===== src/rtl/argmax_classifier.sv =====
// argmax_classifier: collects one signed sum per class lane and reports the index and value of the largest.
// Ports:
//   clk          rising-edge clock
//   rst          synchronous active-low reset
//   In_result    NUM_CLASSES packed lanes of DATA_W signed sums, lane k at [DATA_W*k +: DATA_W]
//   In_valid     per-lane one-cycle capture strobe
//   Class_Out    index of the largest sum (lowest index on ties)
//   Max_Out      value of the largest sum
//   Output_Valid one-cycle pulse when Class_Out/Max_Out update
//   Timeout_Err  one-cycle pulse when an incomplete frame is abandoned
//   Overrun      one-cycle pulse when a strobe arrives while the bank is busy
module argmax_classifier #(
  parameter int NUM_CLASSES = 10,
  parameter int DATA_W = 26,
  parameter int TIMEOUT = 1023
) (
  input  logic                          clk,
  input  logic                          rst,
  input  logic [NUM_CLASSES*DATA_W-1:0] In_result,
  input  logic [NUM_CLASSES-1:0]        In_valid,
  output logic [3:0]                    Class_Out,
  output logic [DATA_W-1:0]             Max_Out,
  output logic                          Output_Valid,
  output logic                          Timeout_Err,
  output logic                          Overrun
);
  localparam int IW = $clog2(NUM_CLASSES);
  localparam int CW = $clog2(TIMEOUT + 1);
  typedef enum logic [1:0] {IDLE, COLLECT, COMPARE, DONE} state_t;
  state_t state;
  logic signed [DATA_W-1:0] bank [NUM_CLASSES];
  logic [NUM_CLASSES-1:0] captured, next_mask;
  logic [CW-1:0] cnt;
  logic [IW-1:0] idx, best_idx;
  logic signed [DATA_W-1:0] best, cand;
  logic accepting, full_now, full_next, greater, last;
  always_comb begin
    accepting = state == IDLE || state == COLLECT;
    next_mask = captured | In_valid;
    full_now = &captured;
    full_next = &next_mask;
    cand = bank[idx];
    greater = cand > best;
    last = idx == IW'(NUM_CLASSES - 1);
  end
  // Strobes are only honoured while collecting and never during reset.
  always_ff @(posedge clk)
    if (rst && accepting)
      for (int k = 0; k < NUM_CLASSES; k++)
        if (In_valid[k]) bank[k] <= In_result[DATA_W*k +: DATA_W];
  always_ff @(posedge clk) begin
    if (!rst) begin
      state <= IDLE;
      captured <= '0;
      cnt <= '0;
      idx <= '0;
      best_idx <= '0;
      best <= '0;
      Class_Out <= '0;
      Max_Out <= '0;
      Output_Valid <= 1'b0;
      Timeout_Err <= 1'b0;
      Overrun <= 1'b0;
    end else begin
      Output_Valid <= 1'b0;
      Timeout_Err <= 1'b0;
      Overrun <= !accepting && |In_valid;
      if (accepting) captured <= next_mask;
      // A mask already complete at this edge starts the scan seeded with lane 0.
      if (accepting && full_now) begin
        state <= COMPARE;
        best <= bank[0];
        best_idx <= '0;
        idx <= IW'(1);
      end else begin
        case (state)
          IDLE: begin
            cnt <= '0;
            if (|In_valid && !full_next) state <= COLLECT;
          end
          COLLECT: begin
            cnt <= cnt + 1'b1;
            // Completing the mask on the deadline edge wins over the timeout.
            if (!full_next && cnt == CW'(TIMEOUT - 1)) begin
              state <= IDLE;
              captured <= '0;
              Timeout_Err <= 1'b1;
            end
          end
          COMPARE: begin
            // Strict compare keeps the earliest index on ties.
            if (greater) begin
              best <= cand;
              best_idx <= idx;
            end
            if (last) begin
              Class_Out <= 4'(greater ? idx : best_idx);
              Max_Out <= greater ? cand : best;
              Output_Valid <= 1'b1;
              state <= DONE;
            end else
              idx <= idx + 1'b1;
          end
          default: begin
            state <= IDLE;
            captured <= '0;
          end
        endcase
      end
    end
  end
endmodule


===== config.mk =====
export PLATFORM = sky130hd
export DESIGN_NAME = argmax_classifier
export DESIGN_NICKNAME = d
export VERILOG_FILES = /design/src/rtl/argmax_classifier.sv
export SDC_FILE = /design/constraint.sdc
export NUM_CORES = 1
export LEC_CHECK = 0
export BUFFER_PORTS_ARGS = -buffer_cell sky130_fd_sc_hd__buf_2
export CORE_MARGIN = 8
export CORE_UTILIZATION = 25
export DETAILED_ROUTE_END_ITERATION = 8
export SLEW_MARGIN = 5
export SYNTH_ARGS = -nofsm -noshare
export SYNTH_HDL_FRONTEND = slang
export SYNTH_SLANG_ARGS = --single-unit

===== constraint.sdc =====
create_clock -name clk -period 6.4 [get_ports clk]
set_clock_uncertainty 0.1 [all_clocks]
set_input_delay 1.28 -clock clk [delete_from_list [all_inputs] [get_ports clk]]
set_output_delay 1.28 -clock clk [all_outputs]
set_load 0.02 [all_outputs]

==> qor.yml <==
wirelength_mm: 48.4
path_clk_slew_ns: 0.06
met2WireLength_mm: 23.1
drt-met1-wl_mm: 20.6
drive_above_1_share_pct: 35.4
pwr-share-comb_pct: 4.6
synthCells: 973
tns_ns: 0
drc: 0
start_util_pct: 25.3
portBuffers: 304
sw_frac_of_total_pct: 22.0
nNetsFinal: 1593
hold_path_class: "reg2reg"
synth_compound_area_share_pct: 10.1
synth_fa_ha_area_share_pct: 2.62
async_flop_share_pct: 0
hold_viol_final: 0
htree_levels: 2
synth-seq-cells: 349
dr.max_layer_used: "met4"
cts_made_buffers: 41
run_status: "completed"
antenna_found_initial: 6
path_buf_inv: 1
detailed_place_hpwl_mm: 36.7
synth_ff_type: "edfxtp_1"
io_pins: 305
synth_top_area_cell: "edfxtp_1"
met3_length_mm: 3.18
p_int_w: 0.00404
cts_hold_buf: 0
post_cts_buffers: 0
worst-path-max-fanout: 35
final_antenna_net_count: 0
leakagePower_nw: 6.66
muxShareOfSynthArea_pct: 8.62
setup_violations: 0
clock-sinks: 349
placementRows: 87
grtUsageTotal_pct: 14.3
die_w_um: 255
seq_area_frac_synth_pct: 67.0
wl_per_cell_um: 23.2
start_kind: "register"
endpoint_kind: "register"
place_ws_ns: 1.22
period_needed_ns: 5.28
relSlewSlack_pct: 14.7
cp.arrival_ns: 5.56
synthesis.nets: 1275
overflow: 0
grt_pass1_wl_mm: 69.8
synth_top_family_by_area: "compound AO/OA/AOI/OAI gates"
max-vdd-ir-drop_mv: 0.214
holdWs_ns: 0.368
fin_area_um2: 18200
syn_area_um2: 14300
avgSynthCellArea_um2: 14.7
clock_latency_ns: 0.58
worstSetupPathType: "reg2reg"
sequentialPowerShare_pct: 49.3
synth_top_area_share_pct: 54.5
core_area_um2: 56500
die-area_um2: 65200
grt_pass1_vias: 10400
area_growth_pct: 26.8
placed_cell_area_um2: 16700
report.final.slew_viol_count: 0
path_delay_family: "compound AO/OA/AOI/OAI gates"
drv_cap: 0
worstMarginPinSlew_ns: 1.27
synth.distinct_cells: 56
clk_path_buf_depth: 3
ctsResizeCount: 0
cts_tree: "done"
first_pass_iters: 5
cts_root_buf: "clkbuf_16"
grt_setup_unrepaired: "false"
synth_xor_xnor_area_share_pct: 0.551
cellPowerDensity_nw_per_um2: 285
crit_chain: "buf_4 > mux4_2 > a22oi_1 > nand2_1 > ha_1 > a211oi_1 > nor2_1 > o31ai_2 > a21oi_1 > o21ai_1 > o221ai_1"
yosysWarningCount: 0
fillers: 5597
place_congestion: 0.851
synth_edf_count: 260
yosys-top-cells-area: "edfxtp_1, dfxtp_1, mux4_2"
grt_max_degree: 45
worst_path_max_delay_cell: "o21ai_1"
drtIter0Drc: 758
synth-simple-area-share_pct: 7.90
power_switching_w: 0.00114
die_h_um: 255
cp.required_ns: 6.68
clkPwrFrac_pct: 46.2
viasPerCell: 4.60
fin_ws_ns: 1.12
timing.fmax_mhz: 189
max_stage_delay_ns: 0.98
vias: 9596
fin_crit_sh_pct: 82.5
## Yosys cell counts (8+ instances only)
cell / number
edfxtp_1: 260
dfxtp_1: 89
nor2_1: 88
inv_1: 57
nand2_1: 56
mux4_2: 52
clkbuf_1: 31
ha_1: 30
a21oi_1: 27
nand2b_1: 27
o221a_1: 27
a22oi_1: 25
o211ai_1: 25
o21ai_0: 20
and3_1: 15
nand4_1: 15
buf_2: 14
nand3_1: 13
o221ai_1: 13
a221oi_2: 10
nor3_1: 8
xor2_1: 8
## layout by cell type (no fill, tap or decap), drive strengths merged, types with 3 or more instances in the layout
master / count
buf: 327
edfxtp: 260
dfxtp: 89
nor2: 89
inv: 62
nand2: 56
clkbuf: 55
mux4: 52
ha: 30
o221a: 29
nand2b: 27
a21oi: 27
a22oi: 25
o211ai: 25
o21ai: 24
nand4: 16
and3: 15
nand3: 13
o221ai: 13
a221oi: 13
clkinv: 12
nor3: 8
xor2: 8
o22ai: 6
diode: 4
mux2i: 4
bufinv: 4
nor2b: 4
or3: 3
a211oi: 3
nor4: 3
o31ai: 3
a31oi: 3
## flip-flops by register name (all words and copies together) (netlist names)
register	flops
Max_Out	26
Overrun	1
best_idx	4
Timeout_Err	1
state	2
Output_Valid	1
captured	10
Class_Out	4
bank	260
cnt	10
idx	4
best	26
## power by group through the flow
| stage | Clock (W) | Combinational (W) | Sequential, W |
|---|---|---|---|
| floorplan | 0 | 0.0000908 | 0.00258 |
| global route | 0.00254 | 0.000255 | 0.00256 |
| finish | 0.00239 | 0.000236 | 0.00255 |
| detailed placement | 0 | 0.000239 | 0.00260 |
| CTS | 0.00245 | 0.000240 | 0.00255 |
| global placement | 0 | 0.000236 | 0.00260 |
## layout make-up
type                       instances  area (µm²)  area share [%]
clock inverter                    21         274            1.51
clock buffer                      55        1120            6.17
sequential                       349        9590            52.9
antenna                            4        10.0          0.0551
timing repair buffer             327        1710            9.40
tap                              756         946            5.21
multi-input combinational        514        4280            23.6
inverter                          58         218            1.20
## through the flow
stage,cells,utilization [%],power [W]
floorplan,973,-,0.00267
global placement,2004,29.6,0.00283
detailed placement,2004,29.6,0.00284
CTS,2080,32.1,0.00524
global route,2084,32.1,0.00535
finish,2084,32.1,0.00518
## worst paths after layout
check | endpoint | slack [ns] | cells after the start | startpoint
setup / recovery | best[6] | 1.12 | 11 | idx[0]
hold / removal | best_idx[0] | 0.37 | 2 | best_idx[0]
setup reg to reg | best[6] | 1.12 | 11 | idx[0]
hold reg to reg | best_idx[0] | 0.37 | 2 | best_idx[0]
## cell families after synthesis
group	count (synthesis)
AO/OA/AOI/OAI	179
XOR/XNOR	9
adder cells (fa/ha/maj)	30
buffers and inverters	110
flip-flops	349
multiplexers	58
AND/OR/NAND/NOR	238
## worst min-delay path: cells and delay by family, from the launching register on
family | cells | cell delay (ns)
mux | 1 | 0.05
flops | 1 | 0.31
simple gates | 1 | 0.06
## metal layers
metal / vias to the layer above / GRT usage, %
li1: 4409 / -
met1: 4751 / 18.1
met2: 355 / 23.4
met3: 81 / 3.58
met4: 0 / 5.59
met5: - / 0
No activity file was read; power rests on OpenSTA's default activity.
